`config.mk`:
```
export PLATFORM = sky130hd
export DESIGN_NAME = fb_write_arbiter
export DESIGN_NICKNAME = d
export VERILOG_FILES = /design/src/rtl/fb_write_arbiter.sv
export SDC_FILE = /design/constraint.sdc
export NUM_CORES = 1
export LEC_CHECK = 0
export BUFFER_PORTS_ARGS = -buffer_cell sky130_fd_sc_hd__buf_2
export CAP_MARGIN = 20
export CORE_UTILIZATION = 35
export CTS_BUF_LIST = sky130_fd_sc_hd__clkbuf_4
export DETAILED_ROUTE_END_ITERATION = 10
export PLACE_DENSITY = 0.56
export SLEW_MARGIN = 40
export SYNTH_ARGS = -nofsm -noshare
export SYNTH_HDL_FRONTEND = slang
export SYNTH_SLANG_ARGS = --single-unit
```
`constraint.sdc`:
```
create_clock -name clk -period 2.4 [get_ports clk]
set_input_delay 0.6 -clock clk [delete_from_list [all_inputs] [get_ports clk]]
set_output_delay 0.6 -clock clk [all_outputs]
set_load 0.005 [all_outputs]
```
`src/rtl/fb_write_arbiter.sv`:
```
// Frame-buffer write-port arbiter: shares one write port between Painter pixel writes and a full-buffer clear engine.
// Latency: the write that wins arbitration in cycle N appears on fb_we/fb_addr/fb_data in cycle N+1.
// Backpressure: p_grant withholds the Painter for at most BURST cycles while a clear runs.
//
// Ports:
//   clk, reset            rising-edge clock, synchronous active-high reset
//   p_req/p_addr/p_color  Painter pixel write request; p_grant accepts it in the same cycle
//   clr_start/clr_color   start a fill of addresses 0..FB_SIZE-1 with clr_color
//   clr_busy/clr_done     clear in progress / one-cycle pulse aligned with the last clear write
//   fb_we/fb_addr/fb_data registered frame-buffer write port
module fb_write_arbiter #(
    parameter int ADDR_W  = 16,
    parameter int FB_SIZE = 36864,   // must not exceed 2**ADDR_W
    parameter int BURST   = 16
) (
    input  logic              clk,
    input  logic              reset,
    input  logic              p_req,
    input  logic [ADDR_W-1:0] p_addr,
    input  logic [2:0]        p_color,
    output logic              p_grant,
    input  logic              clr_start,
    input  logic [2:0]        clr_color,
    output logic              clr_busy,
    output logic              clr_done,
    output logic              fb_we,
    output logic [ADDR_W-1:0] fb_addr,
    output logic [2:0]        fb_data
);

    localparam int                BC_W     = $clog2(BURST + 1);
    localparam logic [BC_W-1:0]   BURST_C  = BC_W'(BURST);
    localparam logic [ADDR_W-1:0] LAST_PTR = ADDR_W'(FB_SIZE - 1);

    typedef enum logic {S_IDLE, S_CLEAR} state_t;

    state_t            state_q, state_d;
    logic [ADDR_W-1:0] clr_ptr_q, clr_ptr_d;
    logic [BC_W-1:0]   burst_cnt_q, burst_cnt_d;
    logic [2:0]        color_q, color_d;
    logic              clr_done_q;
    logic              fb_we_q;
    logic [ADDR_W-1:0] fb_addr_q;
    logic [2:0]        fb_data_q;

    // Write selected this cycle; iss_addr/iss_data default to the held values
    // so the registered port keeps its contents on idle cycles.
    logic              iss_vld;
    logic [ADDR_W-1:0] iss_addr;
    logic [2:0]        iss_data;
    logic              last_clr;

    // State register
    always_ff @(posedge clk) begin
        if (reset) begin
            state_q     <= S_IDLE;
            clr_ptr_q   <= '0;
            burst_cnt_q <= '0;
            color_q     <= '0;
            clr_done_q  <= 1'b0;
            fb_we_q     <= 1'b0;
            fb_addr_q   <= '0;
            fb_data_q   <= '0;
        end else begin
            state_q     <= state_d;
            clr_ptr_q   <= clr_ptr_d;
            burst_cnt_q <= burst_cnt_d;
            color_q     <= color_d;
            clr_done_q  <= last_clr;
            fb_we_q     <= iss_vld;
            fb_addr_q   <= iss_addr;
            fb_data_q   <= iss_data;
        end
    end

    // Next-state logic
    always_comb begin
        state_d     = state_q;
        clr_ptr_d   = clr_ptr_q;
        burst_cnt_d = burst_cnt_q;
        color_d     = color_q;
        case (state_q)
            S_IDLE: begin
                if (clr_start) begin
                    color_d     = clr_color;
                    clr_ptr_d   = '0;
                    burst_cnt_d = '0;
                    state_d     = S_CLEAR;
                end
            end
            S_CLEAR: begin
                if (p_grant) begin
                    burst_cnt_d = '0;
                end else begin
                    // Saturate so a late Painter request is served on its first cycle.
                    if (burst_cnt_q != BURST_C) begin
                        burst_cnt_d = burst_cnt_q + BC_W'(1);
                    end
                    if (last_clr) begin
                        state_d = S_IDLE;
                    end else begin
                        clr_ptr_d = clr_ptr_q + ADDR_W'(1);
                    end
                end
            end
            default: state_d = S_IDLE;
        endcase
    end

    // Output / arbitration logic
    always_comb begin
        p_grant  = 1'b0;
        iss_vld  = 1'b0;
        iss_addr = fb_addr_q;
        iss_data = fb_data_q;
        last_clr = 1'b0;
        if (!reset) begin
            case (state_q)
                S_IDLE: begin
                    if (p_req) begin
                        p_grant  = 1'b1;
                        iss_vld  = 1'b1;
                        iss_addr = p_addr;
                        iss_data = p_color;
                    end
                end
                S_CLEAR: begin
                    if (p_req && (burst_cnt_q == BURST_C)) begin
                        p_grant  = 1'b1;
                        iss_vld  = 1'b1;
                        iss_addr = p_addr;
                        iss_data = p_color;
                    end else begin
                        iss_vld  = 1'b1;
                        iss_addr = clr_ptr_q;
                        iss_data = color_q;
                        last_clr = (clr_ptr_q == LAST_PTR);
                    end
                end
                default: ;
            endcase
        end
    end

    assign clr_busy = (state_q == S_CLEAR);
    assign clr_done = clr_done_q;
    assign fb_we    = fb_we_q;
    assign fb_addr  = fb_addr_q;
    assign fb_data  = fb_data_q;

endmodule

```
Word level (Yosys, flattened, before mapping)
Cells that the tools add are included.
{"block": "totals", "word_cells": 49, "regBits": 46, "output_inout_bits": 23, "in_bits": 26}
{"block": "op_classes", "bitwise_logic": 1, "reduce_logical": 4, "muxes": 26, "n_addsub": 2, "eq_ne": 8}
{"operator": "$mux 16", "count": 5}
{"operator": "$pmux 16 s2", "count": 2}
{"operator": "$add 16x1->16 const B", "count": 1}
{"operator": "$eq 16x16->1 const B", "count": 1}
{"operator": "$mux 5", "count": 3}
{"operator": "$pmux 5 s2", "count": 1}
{"operator": "$mux 1", "count": 9}
{"operator": "$ne 2x2->1 const B", "count": 4}
{"operator": "$mux 3", "count": 2}
{"operator": "$pmux 1 s2", "count": 3}
{"operator": "$pmux 3 s2", "count": 1}
{"operator": "$add 5x1->5 const B", "count": 1}
{"operator": "$eq 5x5->1 const B", "count": 1}
{"operator": "$ne 5x5->1 const B", "count": 1}
{"operator": "$reduce_and 2->1", "count": 2}
{"operator": "$ne 3x2->1 const B", "count": 1}
{"operator": "$reduce_and 3->1", "count": 1}
{"operator": "$logic_and 1x1->1", "count": 1}
{"operator": "$not 1->1", "count": 1}

Longest topological paths before layout
Gate-level depths: netlist (run 1).
{"block": "logic_depth", "word_depth": 8, "mapped_depth": 8, "ltp_nobuf": 7}

Least setup slack after synthesis (run 1)
OpenSTA, ideal clock, no wires.
{"block": "synth_timing", "path_kind": "register -> output", "start": "reg burst_cnt_q[0]", "end": "out p_grant", "n_path_buf": 1, "path_stages_with_launch": 7, "t_required_ns": 1.800, "t_arrival_ns": 1.386, "slack_ns": 0.414, "cell_sequence": "dfxtp_1 -> inv_1 -> ha_1 -> and4bb_4 -> a21oi_2 -> buf_2 -> nor3_1"}
{"block": "synth_between", "elab_chain_cells": 5}
{"element": "start, declared", "line_no": "39", "text": "logic [BC_W-1:0] burst_cnt_q, burst_cnt_d;"}
{"element": "start signal, assigned", "line_no": "67", "text": "burst_cnt_q <= burst_cnt_d;"}
{"element": "$eq 5x5->1", "line_no": "128", "text": "if (p_req && (burst_cnt_q == BURST_C)) begin"}
{"element": "$logic_and 1x1->1", "line_no": "128"}
{"element": "$mux 1", "line_no": "128"}
{"element": "$pmux 1 s2", "line_no": "118", "text": "case (state_q)"}
{"element": "$mux 1", "line_no": "117", "text": "if (!reset) begin"}
{"element": "end, declared", "line_no": "21", "text": "output logic p_grant,"}
Every way passes these cells.

Worst setup path in the final report (run 1)
Same ends and word-level chain as after synthesis.

==> reports/qor.csv, run 1 <==
metric;value;unit
first-pass GRT wire length;8.83;mm
R2R cell count;8;
Iter 0 DRT Violations;123;
CP bufs+invs;2;
fin crit share;0.944;
R2R setup slack;0.33;ns
Reg-to-Reg Start;burst_cnt_q[1];
die area;6790;sq um
first-pass detailed-route iteration total;4;
maximum root-to-sink buffer count;2;
xor/xnor share of the synthesized area;0;
area delta synth->final;17.0;%
Synth top area share;0.407;
CTS root buffer;clkbuf_4;
DR DRC count;0;
Cells after DPL;366;
Fin. Hold Viols;0;
status;completed;
Die X;82.4;microns
asr flop ratio synth;0;
cts hold-fix bufs;0;
number of antenna violations at the first check in global routing;0;
Max Clk Rate;442;MHz
CTS tree;done;
part of the power in registers;0.590;
clock power share;0.256;
CP max stage delay;0.37;ns
area leader, netlist;dfxtp_1;
CP Max Fanout;5;
most frequent cell after synthesis;dfxtp_1;
max_slew headroom;0.624;
startpoint types;flip-flop;
net switching power;0.000386;W
Min Clock Period, post-route;2.26;ns
antenna cells;0;
Sw Ratio;0.279;
CP Capture Point;p_grant;
CP Data Required Time;1.80;ns
Final ANT Viol Nets;0;
Simple-Gate Fraction of Synth Area;0.214;
CP Cell Sequence;inv_1 -> ha_1 -> and4bb_4 -> a21oi_2 -> nor3_1 -> buf_2;
hold path depth;3;
Tightest Pin Transition;0.564;ns
Syn Nets;276;
vias;2003;
synth unique cells;50;
Nets;327;
Synth Area in Adders;0.0166;
post-CTS setup buffers;0;
gr ovfl total;0;
Worst-path clk slew;0.13;ns
port bufs;48;
CP top delay family;simple AND/OR/NAND/NOR gates;
Synth Area per Inst;9.16;sq um
crit path DAT;1.66;ns
DR vias/cell;5.37;
vias in the first global route;1882;
Synth Warn #;0;
Finished Layout Cells;373;
synthesized flop and latch total;46;
Synth area leaders;dfxtp_1 41%, mux2i_1 8.8%, nor2_1 5.5%, a211oi_1 5.3%, nand3_1 2.9%;
final setup TNS;0;ns
Max-Cap Viols;0;
mapped cell area;2260;sq um
WP depth;6;
Num CTS Buffers;5;
sequential area share after synthesis;0.407;
Mapped Cells;247;
final number of setup-violating endpoints;0;
Clock Latency Late Sink;0.35;ns
Initial Util;0.373;
Main synth FF type;dfxtp_1;
Slew Viols, Final;0;
Post-Place Setup Slack;0.235;ns
critical path's slowest cell;dfxtp_2;
Resize count post-CTS;0;
H-tree depth;2;
# rows;28;
final setup margin;0.135;ns
leakage;1.14;nW
P_int;0.000999;W
VDD IR max;0.301;mV
Final Wtd Congestion;0.778;
Post-synth top cells;46 x dfxtp_1, 33 x nor2_1, 20 x mux2i_1, 16 x a211oi_1, 16 x nand2_1;
share of cells above drive strength 1;0.265;
hpwl dp;3.68;mm
Post-Route WL;5.20;mm
Post-synth EDFFs;0;
skew final;0.00561;ns
CP startpoint;burst_cnt_q[0];
DIE HEIGHT;82.4;microns
largest family of logic cells by synthesized area;compound AO/OA/AOI/OAI gates;
RSZ-0062 raised after global routing;false;
mux contribution to synthesized area;0.0934;
WL/cell;13.9;microns
largest net degree at the start of global routing;33;
Core Box Area;6060;sq um
Power Dens Cells;523;nW/um^2
GRT Util Overall;0.171;
clock sink total;46;
Hold Path Class;in2reg;
CP Class;reg2out;
Critical Path Sink Type;output pin;
Synth Area in Compound Gates;0.231;
power share of the combinational group;0.154;
total I/O pin count;49;
FF-to-FF End;clr_ptr_q[8];
cells by family after synthesis:
| kind of cell | Yosys count |
|---|---|
| simple gates | 94 |
| mux | 21 |
| buf+inv | 18 |
| flops | 46 |
| compound gates | 65 |
| fa+ha+maj | 3 |
routing by layer:
metal | up-vias | share of wire | global-route usage
li1 | 1037 | - | -
met1 | 911 | 0.50 | 0.226
met2 | 49 | 0.44 | 0.277
met3 | 6 | 0.051 | 0.0363
met4 | 0 | 0.0098 | 0.0509
met5 | - | 0 | 0
worst register-to-register path, delay by kind of cell, from the launching register on:
| family | cells | cell delay [ns] |
|---|---|---|
| AO/OA/AOI/OAI | 3 | 0.82 |
| flip-flops | 1 | 0.43 |
| AND/OR/NAND/NOR | 2 | 0.31 |
| buffers and inverters | 2 | 0.22 |
| adder cells (fa/ha/maj) | 1 | 0.19 |
layout by cell type (no fill, tap or decap), types with 4 or more instances in the layout:
master,netlist,layout
a211o_1,4,4
nand2_1,16,16
mux2i_1,20,20
clkbuf_4,0,5
or3_1,5,5
a31oi_1,4,4
inv_1,4,4
buf_4,2,9
nand4_1,6,6
a21oi_1,10,10
o211a_1,5,5
nor3_1,5,5
o211ai_1,4,4
nand3_1,13,13
dfxtp_1,46,45
nor2_1,33,33
a211oi_1,16,16
buf_2,2,48
through the flow:
stage                     hold WS (ns)  power [W]   util  cell area [sq um]
final                            0.464    0.00138  0.437               2650
after global routing             0.471    0.00147  0.437               2650
after CTS                        0.453    0.00141  0.437               2650
after detailed placement         0.488    0.00105  0.429               2600
after global placement           0.484    0.00105  0.429               2600
after floorplan                  0.463   0.000966      -               2260
power by group through the flow:
stage                     Combinational, W  Clock (W)  Sequential (W)
after global routing              0.000242   0.000407        0.000822
after CTS                         0.000217   0.000375        0.000816
after global placement            0.000217          0        0.000833
after detailed placement          0.000217          0        0.000833
final                             0.000213   0.000355        0.000816
after floorplan                   0.000130          0        0.000836
sequential cells by signal, summed over array words and instances, names as in the netlist:
name	flops
burst_cnt_q	5
fb_addr	16
fb_data	3
clr_done	1
fb_we	1
clr_busy	1
clr_ptr_q	16
color_q	3
how the worst min path moves through the flow:
stage | end | slack, ns | start
final | color_q[1] | 0.46 | clr_color[1]
after detailed placement | color_q[1] | 0.49 | color_q[1]
after CTS | color_q[1] | 0.45 | clr_color[1]
after global routing | fb_data[1] | 0.47 | p_color[1]
after floorplan | color_q[2] | 0.46 | color_q[2]
after global placement | color_q[1] | 0.48 | color_q[1]
cell type report:
cell class                 instances  area [sq um]
multi-input combinational        183          1260
sequential                        46           922
inverter                           5          18.8
clock inverter                     2          10.0
timing repair buffer              57           308
clock buffer                       5          37.5
tap                               75          93.8
fill                             636          3410
Note: power is estimated with default switching activity, not from simulation.
==> run 2, diff against run 1 <==
ABC_AREA = 1   (was not set)
==> run 2 against run 1 <==
  * Final cell count is 28% higher
  * Count of clock-buffer cells in the layout is 1 higher
  * Global-route usage is 0.80 points higher
  * Sequential power hardly changed
  * Design area is 7.4% higher
  * Critical path depth is 3 higher
  * Sequential cell count stayed put
==> reports/qor.csv, run 2 <==
metric;value;unit
net switching power;0.000406;W
DP Area;2760;sq um
number of antenna violations at the first check in global routing;0;
CTS tree;done;
vias in the first global route;2234;
Final ANT Viol Nets;0;
fill cell count;746;
first-pass detailed-route iteration total;4;
clock sink total;46;
Final Wtd Congestion;0.812;
CP Max Fanout;5;
area leader, netlist;dfxtp_1;
CP Class;reg2out;
Worst-path clk slew;0.15;ns
final instance area;2840;sq um
Min Clock Period, post-route;2.20;ns
post-CTS setup buffers;0;
Iter 0 DRT Violations;103;
Power Dens Cells;531;nW/um^2
Post-synth EDFFs;0;
Critical Path Sink Type;output pin;
Resize count post-CTS;0;
Finished Layout Cells;476;
leakage;1.20;nW
Fin. Hold Viols;0;
area delta synth->final;15.6;%
Clock Latency Late Sink;0.37;ns
Synth area leaders;dfxtp_1 37%, nand2_1 9.5%, nand3_1 8.3%, mux2i_1 6.1%, nor2_1 5.2%;
Synth Area per Inst;7.32;sq um
Main synth FF type;dfxtp_1;
mapped cell area;2460;sq um
# rows;30;
Slew Viols, Final;0;
Max-Cap Viols;0;
final setup TNS;0;ns
hold path depth;2;
VDD IR max;0.226;mV
fin crit share;0.918;
Nets;408;
status;completed;
first-pass GRT wire length;10.4;mm
synthesized flop and latch total;46;
P_int;0.00111;W
Die X;85.8;microns
max_slew headroom;0.660;
power share of the combinational group;0.134;
Max Clk Rate;454;MHz
share of cells above drive strength 1;0.221;
startpoint types;flip-flop;
asr flop ratio synth;0;
Tightest Pin Transition;0.510;ns
Mapped Cells;336;
Cells after DPL;468;
most common cell after layout, fill and taps aside;nand2_1;
hpwl dp;4.49;mm
gr ovfl total;0;
DR vias/cell;4.80;
vias;2283;
DR DRC count;0;
sequential area share after synthesis;0.374;
CTS root buffer;clkbuf_4;
crit path DAT;1.60;ns
Syn Nets;365;
most frequent cells in the layout;62 x nand2_1, 48 x buf_2, 46 x dfxtp_1;
RSZ-0062 raised after global routing;false;
die area;7370;sq um
Synth Warn #;0;
GRT Util Overall;0.179;
clock power share;0.326;
Synth top area share;0.374;
CP Data Required Time;1.80;ns
antenna cells;0;
largest net degree at the start of global routing;23;
Num CTS Buffers;5;
DIE HEIGHT;85.8;microns
final number of setup-violating endpoints;0;
WL/cell;12.8;microns
port bufs;48;
Final Core Density;0.419;
Initial Util;0.362;
H-tree depth;2;
synth unique cells;26;
Hold Path Class;reg2reg;
Sw Ratio;0.268;
R2R cell count;12;
part of the power in registers;0.539;
most frequent cell after synthesis;nand2_1;
Post-Route WL;6.10;mm
cts hold-fix bufs;0;
total I/O pin count;49;
maximum root-to-sink buffer count;2;
overall power;0.00151;W
Post-synth top cells;62 x nand2_1, 46 x dfxtp_1, 41 x nand3_1, 34 x nor2_1, 30 x inv_1;
Core Box Area;6790;sq um
skew final;0.0155;ns
-- run 2: cell count changes after synthesis, moves of 5 or more --
cell / before / now
o211a_1: 5 / 0
nand2_1: 16 / 62
nand3_1: 13 / 41
inv_1: 4 / 30
nor2_2: 0 / 5
mux2i_1: 20 / 15
a21oi_2: 2 / 8
a211oi_1: 16 / 0
xor2_1: 0 / 6
o21ai_0: 1 / 23
or3_1: 5 / 0
-- run 2: final timing paths --
| check | from | end | slack, ns |
|---|---|---|---|
| setup reg to reg | burst_cnt_q[0] | clr_ptr_q[13] | 0.47 |
| hold / removal | color_q[1] | color_q[1] | 0.47 |
| setup / recovery | burst_cnt_q[0] | p_grant | 0.20 |
| hold reg to reg | color_q[1] | color_q[1] | 0.47 |
-- run 2: layout make-up --
cell class	count	area (sq um)	share of cell area
Clock inverter	2	37.5	0.0132
Tap cell	96	120	0.0422
Inverter	30	113	0.0396
Clock buffer	6	45.0	0.0158
Multi-Input combinational cell	242	1320	0.465
Sequential cell	46	921	0.324
Timing Repair Buffer	54	285	0.100
-- run 2: critical path: stages (launching register included) --
cell and delay, ns:
dfxtp_1 0.41, inv_1 0.08, ha_1 0.20, nand2_1 0.09, inv_1 0.05, nand3_2 0.08
nand2_4 0.07, nand2_1 0.12, inv_1 0.04, buf_2 0.12
-- run 2: cells by family (layout without fill, tap and decap cells) --
kind of cell,count (synthesis),in the layout,share of synthesized area
simple gates,167,167,0.316
compound gates,50,50,0.121
buf+inv,48,92,0.0880
flops,46,46,0.374
mux,15,15,0.0610
xor+xnor,7,7,0.0249
fa+ha+maj,3,3,0.0153
-- run 2: per-layer routing --
| layer | track usage | part of all wire | up-vias |
|---|---|---|---|
| met2 | 0.316 | 0.47 | 43 |
| met4 | 0.0515 | 0.010 | 0 |
| met3 | 0.0279 | 0.034 | 5 |
| met5 | 0 | 0 | - |
| li1 | - | - | 1193 |
| met1 | 0.224 | 0.48 | 1042 |
-- run 2: power groups by stage --
stage               logic (W)  registers (W)  clock network (W)
floorplan            0.000130       0.000830                  0
global placement     0.000203       0.000832                  0
detailed placement   0.000205       0.000833                  0
CTS                  0.000205       0.000816           0.000512
global route         0.000226       0.000820           0.000540
finish               0.000203       0.000815           0.000493
-- run 2: per-stage QoR --
| step | hold WS [ns] | setup slack [ns] |
|---|---|---|
| 6_report | 0.468 | 0.197 |
| 5_1_grt | 0.461 | 0.0402 |
| 4_1_cts | 0.457 | 0.175 |
| 3_5_place_dp | 0.448 | 0.452 |
| 3_3_place_gp | 0.436 | 0.510 |
| 2_1_floorplan | 0.424 | 0.776 |
